$ cat src/rtl/seg_pkg.sv
`default_nettype none
// ============================================================================
// Module   : seg_pkg
// Purpose  : Seven-segment pattern constants and output-bus layout shared by
//            the scan controller and its hex decoder.
// Revision : 1.0 - initial release
// ============================================================================
package seg_pkg;

    // SEG_DATA is {dp, g, f, e, d, c, b, a}
    localparam int SEG_DATA_W = 8;
    localparam int SEG_DP_BIT = 7;

    // Segment patterns, bit order {g,f,e,d,c,b,a}, active-high
    localparam logic [6:0] SEG_0     = 7'h3F;
    localparam logic [6:0] SEG_1     = 7'h06;
    localparam logic [6:0] SEG_2     = 7'h5B;
    localparam logic [6:0] SEG_3     = 7'h4F;
    localparam logic [6:0] SEG_4     = 7'h66;
    localparam logic [6:0] SEG_5     = 7'h6D;
    localparam logic [6:0] SEG_6     = 7'h7D;
    localparam logic [6:0] SEG_7     = 7'h07;
    localparam logic [6:0] SEG_8     = 7'h7F;
    localparam logic [6:0] SEG_9     = 7'h6F;
    localparam logic [6:0] SEG_A     = 7'h77;
    localparam logic [6:0] SEG_B     = 7'h7C;
    localparam logic [6:0] SEG_C     = 7'h39;
    localparam logic [6:0] SEG_D     = 7'h5E;
    localparam logic [6:0] SEG_E     = 7'h79;
    localparam logic [6:0] SEG_F     = 7'h71;
    localparam logic [6:0] SEG_BLANK = 7'h00;

endpackage
`default_nettype wire

$ cat src/rtl/seg7_hex_decode.sv
`default_nettype none
// ============================================================================
// Module   : seg7_hex_decode
// Purpose  : Combinational 4-bit hex value to 7-segment pattern {g..a}.
// Revision : 1.0 - initial release
// ============================================================================
module seg7_hex_decode
    import seg_pkg::*;
(
    input  logic [3:0] value,
    output logic [6:0] pattern
);

    // Hex glyph lookup; lower-case b and d keep them distinct from 8 and 0
    always_comb begin
        pattern = SEG_BLANK;
        case (value)
            4'h0: pattern = SEG_0;
            4'h1: pattern = SEG_1;
            4'h2: pattern = SEG_2;
            4'h3: pattern = SEG_3;
            4'h4: pattern = SEG_4;
            4'h5: pattern = SEG_5;
            4'h6: pattern = SEG_6;
            4'h7: pattern = SEG_7;
            4'h8: pattern = SEG_8;
            4'h9: pattern = SEG_9;
            4'hA: pattern = SEG_A;
            4'hB: pattern = SEG_B;
            4'hC: pattern = SEG_C;
            4'hD: pattern = SEG_D;
            4'hE: pattern = SEG_E;
            4'hF: pattern = SEG_F;
            default: pattern = SEG_BLANK;
        endcase
    end

endmodule
`default_nettype wire

$ cat src/rtl/seg_scan_ctrl.sv
`default_nettype none
// ============================================================================
// Module   : seg_scan_ctrl
// Purpose  : Time-multiplexed scan controller for a common-select 7-segment
//            display. Double-buffered frame (shadow/active) committed only at
//            a frame boundary so the visible image never tears.
// Revision : 1.0 - initial release
// ============================================================================
module seg_scan_ctrl
    import seg_pkg::*;
#(
    parameter int NUM_DIGITS   = 5,
    parameter int REFRESH_DIV  = 50000,
    parameter int BLANK_CYCLES = 16
) (
    input  logic                  clk,
    input  logic                  rst_n,
    input  logic                  en,
    input  logic                  wr_en,
    input  logic [2:0]            wr_addr,
    input  logic [3:0]            wr_data,
    input  logic                  wr_dp,
    input  logic                  commit_req,
    output logic                  commit_ack,
    input  logic [NUM_DIGITS-1:0] blank_mask,
    output logic [NUM_DIGITS-1:0] SEG_SEL,
    output logic [SEG_DATA_W-1:0] SEG_DATA
);

    localparam int PW = (REFRESH_DIV > 1) ? $clog2(REFRESH_DIV) : 1;
    localparam int IW = (NUM_DIGITS  > 1) ? $clog2(NUM_DIGITS)  : 1;

    localparam logic [PW-1:0]         PRESC_LAST  = PW'(REFRESH_DIV - 1);
    localparam logic [PW-1:0]         PRESC_BLANK = PW'(BLANK_CYCLES);
    localparam logic [IW-1:0]         IDX_LAST    = IW'(NUM_DIGITS - 1);
    localparam logic [NUM_DIGITS-1:0] SEL_ONE     = NUM_DIGITS'(1);

    logic [PW-1:0]         r_presc;
    logic [IW-1:0]         r_idx;
    logic [3:0]            r_shadow_val [NUM_DIGITS];
    logic [NUM_DIGITS-1:0] r_shadow_dp;
    logic [3:0]            r_active_val [NUM_DIGITS];
    logic [NUM_DIGITS-1:0] r_active_dp;
    logic                  r_pending;

    logic                  w_tc;
    logic                  w_boundary;
    logic                  w_xfer;
    logic                  w_wr_ok;
    logic                  w_dark;
    logic [3:0]            w_cur_val;
    logic                  w_cur_dp;
    logic [6:0]            w_pattern;

    // Slot/frame timing and the transfer decision; while disabled there is
    // no frame to wait for, so a pending commit transfers immediately
    always_comb begin
        w_tc       = en && (r_presc == PRESC_LAST);
        w_boundary = w_tc && (r_idx == IDX_LAST);
        w_xfer     = r_pending && (en ? w_boundary : 1'b1);
        w_wr_ok    = wr_en && (int'(wr_addr) < NUM_DIGITS);
        w_cur_val  = r_active_val[r_idx];
        w_cur_dp   = r_active_dp[r_idx];
        w_dark     = !en || (r_presc < PRESC_BLANK) || blank_mask[r_idx];
    end

    seg7_hex_decode u_decode (
        .value   (w_cur_val),
        .pattern (w_pattern)
    );

    // Prescaler and digit index; disabling parks the scan at digit 0, slot start
    always_ff @(posedge clk or negedge rst_n) begin
        if (!rst_n) begin
            r_presc <= '0;
            r_idx   <= '0;
        end else if (!en) begin
            r_presc <= '0;
            r_idx   <= '0;
        end else if (w_tc) begin
            r_presc <= '0;
            r_idx   <= (r_idx == IDX_LAST) ? '0 : r_idx + IW'(1);
        end else begin
            r_presc <= r_presc + PW'(1);
        end
    end

    // Shadow frame: host writes land here; out-of-range addresses are dropped
    always_ff @(posedge clk or negedge rst_n) begin
        if (!rst_n) begin
            for (int i = 0; i < NUM_DIGITS; i++) begin
                r_shadow_val[i] <= '0;
            end
            r_shadow_dp <= '0;
        end else if (w_wr_ok) begin
            r_shadow_val[wr_addr] <= wr_data;
            r_shadow_dp[wr_addr]  <= wr_dp;
        end
    end

    // Active frame, pending flag and ack; the copy samples the registered
    // shadow, so a write on the transfer cycle misses this transfer
    always_ff @(posedge clk or negedge rst_n) begin
        if (!rst_n) begin
            for (int i = 0; i < NUM_DIGITS; i++) begin
                r_active_val[i] <= '0;
            end
            r_active_dp <= '0;
            r_pending   <= 1'b0;
            commit_ack  <= 1'b0;
        end else begin
            commit_ack <= w_xfer;
            if (w_xfer) begin
                for (int i = 0; i < NUM_DIGITS; i++) begin
                    r_active_val[i] <= r_shadow_val[i];
                end
                r_active_dp <= r_shadow_dp;
                r_pending   <= commit_req;
            end else if (commit_req) begin
                r_pending <= 1'b1;
            end
        end
    end

    // Registered display drive for the digit currently being scanned
    always_ff @(posedge clk or negedge rst_n) begin
        if (!rst_n) begin
            SEG_SEL  <= '0;
            SEG_DATA <= '0;
        end else if (w_dark) begin
            SEG_SEL  <= '0;
            SEG_DATA <= '0;
        end else begin
            SEG_SEL  <= SEL_ONE << r_idx;
            SEG_DATA <= {w_cur_dp, w_pattern};
        end
    end

endmodule
`default_nettype wire

$ cat config.mk
export PLATFORM = sky130hd
export DESIGN_NAME = seg_scan_ctrl
export DESIGN_NICKNAME = d
export VERILOG_FILES = /design/src/rtl/seg_pkg.sv /design/src/rtl/seg7_hex_decode.sv /design/src/rtl/seg_scan_ctrl.sv
export SDC_FILE = /design/constraint.sdc
export NUM_CORES = 1
export LEC_CHECK = 0
export ABC_AREA = 0
export BUFFER_PORTS_ARGS = -buffer_cell sky130_fd_sc_hd__buf_2
export CAP_MARGIN = 20
export CORE_MARGIN = 2
export CORE_UTILIZATION = 45
export DETAILED_ROUTE_END_ITERATION = 10
export PLACE_DENSITY = 0.68
export RECOVER_POWER = 25
export SYNTH_ARGS = -nofsm -noshare
export SYNTH_HDL_FRONTEND = slang
export SYNTH_SLANG_ARGS = --single-unit
$ cat constraint.sdc
create_clock -name clk -period 3.5 [get_ports clk]
set_clock_uncertainty 0.15 [all_clocks]
set_input_delay 0.35 -clock clk [delete_from_list [all_inputs] [get_ports clk]]
set_output_delay 0.35 -clock clk [all_outputs]
set_load 0.03 [all_outputs]
# After elaboration in Yosys (flattened, before gate mapping)
# Memories as Yosys holds them, arrays and structs flattened.
# Cells that the tools add are included.
# word_totals
reg_bits	84
latchBits	0
mem_bits_rw	0
rom_bits	112
inputBits	18
out_inout_bits	14
elab_cells	68
memories	1
# memory_table
name	words	word_bits	read_ports	rd_clocked_by_memory_dff	write_ports	line	source
(no name shown)	16	7	1	0	0	seg7_hex_decode.sv:17	case (value)
# op_classes
n_addsub	2
multipliers	0
div_mod_pow	0
order_cmp	8
eq_ne	3
n_shift	1
muxes	23
bitwise	2
reduce_logical	10
# op_table
operator	n
16-bit two-way mux	2
20-bit bitwise mux	1
16-bit by 1-bit adder with 16-bit output (second input constant)	1
16-bit equality test (second input constant)	1
16-bit by 5-bit < comparator with 1-bit output (second input constant)	1
4-bit binary-select mux with 3-bit select	1
4-bit demux with 3-bit select	1
4-bit two-way mux	3
3-bit two-way mux	3
4-bit >= comparator (second input constant)	2
3-bit by 4-bit < comparator with 1-bit output (second input constant)	2
8-bit two-way mux	1
3-bit inverter with 4-bit output	2
1-bit binary-select mux with 3-bit select	2
1-bit logical AND	6
1-bit two-way mux	6
5-bit bitwise mux	1
5-bit two-way mux	1
1-bit by 3-bit left shift with 5-bit output (first input constant)	1
4-bit by 1-bit < comparator with 1-bit output (second input constant)	1
3-bit by 1-bit adder with 3-bit output (second input constant)	1
1-bit demux with 3-bit select	1
3-bit equality test (second input constant)	1
3-bit by 1-bit >= comparator with 1-bit output (second input constant)	1
other kinds (5)	6

# Longest topological paths before layout
# logic_depth
word_depth	6
depth_mapped	11
mapped_depth_nobuf	9

# Hierarchy
# A second synthesis with hierarchy kept.
# unflattened
cells_unflattened	309
area_unflattened_um2	4051.4
# by_module_without_submodules
mod	n_inst	cells_each	area_per_inst_um2	seq_area_each_um2
seg_scan_ctrl	1	276	3756.1	2102.0
seg7_hex_decode	1	33	295.3	0.0

# Least setup slack after synthesis
# Ideal clock, no wire load.
# synth_timing
kind	reg-to-reg
from	register r_idx[0]
to	register SEG_DATA[6]
setup_time_ns	0.104
arrival_ns	2.214
required_ns	3.246
slack_ns	1.032
path_stages_with_launch	12
path_buffers	2
synth_period_minus_slack_ns	2.468
path_cell_list	dfrtp_1 > buf_2 > buf_2 > nand3b_1 > o21ai_0 > o21ai_0 > inv_1 > ha_1 > inv_1 > a21oi_1 > a21o_1 > a221oi_1
# synth_between
elab_chain_len	6
elab_cells_between_ends	9
cone_classes	6 x mux; 1 x bitwise; 1 x reduce/logical; 1 x memory
# synth_rtl
item	line	source
start: declaration	seg_scan_ctrl.sv:39	logic [IW-1:0] r_idx;
start signal: assignment	seg_scan_ctrl.sv:82	r_idx <= (r_idx == IDX_LAST) ? '0 : r_idx + IW'(1);
3-bit inverter with 4-bit output (not written as such)	seg_scan_ctrl.sv:62	w_cur_val = r_active_val[r_idx];
4-bit binary-select mux with 3-bit select	seg_scan_ctrl.sv:62	
4-bit two-way mux (not written as such) (2 in series)	seg_scan_ctrl.sv:62	
memory 16 x 7 bit	--	
8-bit two-way mux (*)	seg_scan_ctrl.sv:130	end else if (w_dark) begin
end signal: assignment	seg_scan_ctrl.sv:135	SEG_DATA <= {w_cur_dp, w_pattern};
end: declaration	seg_scan_ctrl.sv:27	output logic [SEG_DATA_W-1:0] SEG_DATA
# Mark *: on every way between the ends. The rest lies on a longest branch, timed or not. The select of a mux whose other input is x is not followed.
# A chain may end at the register's enable or synchronous reset.

# Worst setup path in the final report
# layout_timing
from	register r_idx[0]
to	register SEG_DATA[5]
# The elaborated chain is that of the path after synthesis.

==> results.cfg <==
[timing]
rsz0062_at_grt = no
relSlewSlack_pct = -19.8
setup_viol = 0
worstMarginPinSlew_ns = 1.80
fin_crit_ns = 2.97
hold_viol = 0
slew_violations = 76
min_period_over_period_pct = 84.7
fmax_ghz = 0.337
totalNegativeSetupSlack_ns = 0

[synth]
synthArstFlopShare_pct = 100
yosysWarnings = 0
synth-main-ff-cell = dfrtp_1
seq_area_frac_synth_pct = 52.9
netlist_area_um2 = 3970
synthesis.nets = 344
synth_cell_types = 48
synth_edf_count = 0
synth_cells = 314
synth_seq_cells = 84
avgSynthCellArea_um2 = 12.7

[worst_hold_path]
hp-class = in2reg
hold_end = r_pending
hp-start = commit_req
whs_path_depth = 2

[final_layout]
layout_common_cells = 84 x dfrtp_1, 35 x mux2_2, 30 x buf_2
insertedDiodeCount = 0
nets = 378
drive_above_1_share_pct = 30.6
final_common_cell = dfrtp_1
fill_cells = 786
fin_util_pct = 51.5
regArea_um2 = 2100
multiInputGateArea_um2 = 1760
syn_to_final_growth_pct = 11.8

[power_and_ir_drop]
total_power_mw = 2.43
p_int_mw = 1.80
pwr-share-seq_pct = 50.4
switching_power_mw = 0.634
peakVddDrop_mv = 0.250
clkPwrFrac_pct = 32.0
p_leak_nw = 2.08
power.density_nw_per_um2 = 548
comb_power_share_pct = 17.7
switching_share_pct = 26.0

[setup_path]
rr_worst_depth = 9
r2r_end = SEG_DATA[5]
cp_max_fo = 17
startpoint_type = register
timing.rr.start = r_idx[0]
crit_required_ns = 3.59
ff2ff_setup_slack_ns = 0.53
crit_type = reg2reg
end_kind = register
cp.arrival_ns = 3.06

[global_route]
antenna_found_initial = 0
grt_max_degree = 85
grt_pass1_vias = 2425
track_usage_pct = 15.9
grt_pass1_wl_um = 12100
gr-total-overflow = 0

[place]
port_buffers = 31
post-dp-hpwl_um = 4860
gp_congestion = 0.866

[clocking]
cts_tree = built
postCtsSetupBuffers = 0
clock_path_buffers = 2
clkLatencyLatePin_ns = 0.35
clock-root-buffer = clkbuf_8
cts.clk_slew.worst_paths_ns = 0.09
cts_made_buffers = 9
clock-sinks = 84
htree_levels = 3

[floorplanning]
die_area_um2 = 9600
num_rows = 34
die_w_um = 98.0
die_y_um = 98.0
io_pins = 32
start_util_pct = 46.0
core_area_um2 = 8640

[outcome]
status = finished with violations
violations = max-capacitance violations, max-slew violations

[route]
ant_nets = 0
drt_iter0_drc = 50
drtPass1Iterations = 4
vias = 2424
drc_errors = 0
routed_wirelength_um = 7060
viasPerCell = 5.26
wl_per_cell_um = 15.3

[job]
cap_violations = 1
## flip-flops by register name, indices dropped and copies added, names as in the netlist
signal and count:
commit_ack 1, r_pending 1, r_shadow_val 20, r_active_dp 5
r_active_val 20, r_shadow_dp 5, SEG_DATA 8, r_idx 3
r_presc 16, SEG_SEL 5
## synth_stat cells, types with 2 or more instances
library cell,number,share of area [%]
a21oi_1,5,0.63
a221oi_1,3,0.66
and2_1,2,0.31
and3_1,7,1.1
buf_2,6,0.76
buf_6,2,0.57
clkbuf_1,2,0.19
dfrtp_1,84,53
ha_1,12,3.8
inv_1,11,1.0
mux2_2,35,9.9
mux2_4,19,7.2
mux2i_1,8,2.0
mux4_2,2,1.1
nand2_1,14,1.3
nand3_1,11,1.4
nand3b_1,2,0.38
nor2_1,28,2.6
nor3_1,6,0.76
nor3b_1,3,0.57
nor4_1,2,0.31
o21ai_0,9,1.1
o21bai_1,2,0.38
o311a_1,2,0.50
or4_1,2,0.38
xnor2_1,10,2.2
xor2_1,4,0.88
## critical path, stage by stage (launching register included)
cell      delay, ns
dfrtp_1        0.77
mux2i_1        0.25
o21ai_0        0.09
o21ai_0        0.59
inv_1          0.19
ha_1           0.24
inv_1          0.07
a21oi_1        0.06
o21bai_1       0.18
a221oi_1       0.28
## power groups by stage
| stage | combinational, mW | sequential, mW | clock [mW] |
|---|---|---|---|
| floorplan | 0.356 | 1.21 | 0 |
| global placement | 0.419 | 1.24 | 0 |
| detailed placement | 0.431 | 1.25 | 0 |
| CTS | 0.433 | 1.23 | 0.798 |
| global route | 0.479 | 1.25 | 0.839 |
| finish | 0.430 | 1.23 | 0.778 |
## routing by layer
metal	vias to the layer above	part of all wire, %	GRT usage [%]
met5	-	0	0
met4	0	1.7	5.77
met3	9	3.2	3.58
met2	39	45	23.8
met1	1194	50	22.9
li1	1182	-	-
## how the worst max path moves through the flow
stage | from | to | slack [ns] | depth (start not counted)
after CTS | r_idx[0] | SEG_DATA[5] | 0.55 | 9
after global placement | r_idx[0] | SEG_DATA[6] | 0.75 | 9
after detailed placement | r_idx[0] | SEG_DATA[5] | 0.55 | 9
final | r_idx[0] | SEG_DATA[5] | 0.53 | 9
after floorplan | r_idx[0] | SEG_DATA[6] | 1.03 | 11
after global routing | r_idx[0] | SEG_DATA[5] | 0.22 | 9
## timing repair
item | CTS | global route
hold buffers | 0 | 1
gates resized for setup | 0 | 0
hold endpoints to repair | 0 | 17
## metrics by stage
step | instances | instance area, um^2 | hold WS (ns) | worst slack [ns]
2_1_floorplan | 314 | 3970 | -0.0956 | 1.03
3_3_place_gp | 443 | 4210 | 0.297 | 0.745
3_5_place_dp | 443 | 4210 | 0.303 | 0.552
4_1_cts | 459 | 4430 | 0.0518 | 0.546
5_1_grt | 461 | 4440 | 0.0691 | 0.220
6_report | 461 | 4440 | 0.0581 | 0.534
## logic make-up after synthesis
| kind of cell | count (synthesis) | synth area share, % |
|---|---|---|
| simple gates | 84 | 10.7 |
| flops | 84 | 52.9 |
| mux | 65 | 20.5 |
| compound gates | 33 | 6.23 |
| buf+inv | 22 | 2.74 |
| xor+xnor | 14 | 3.09 |
| fa+ha+maj | 12 | 3.78 |
## layout make-up
class                           count  area share (%)
Inverter                           11           0.929
Multi-Input combinational cell    208            39.7
Tap cell                          108            3.04
Timing Repair Buffer               34            3.97
Clock buffer                       11            3.18
Clock inverter                      5            1.91
Sequential cell                    84            47.3
No activity file was read; power rests on OpenSTA's default activity.
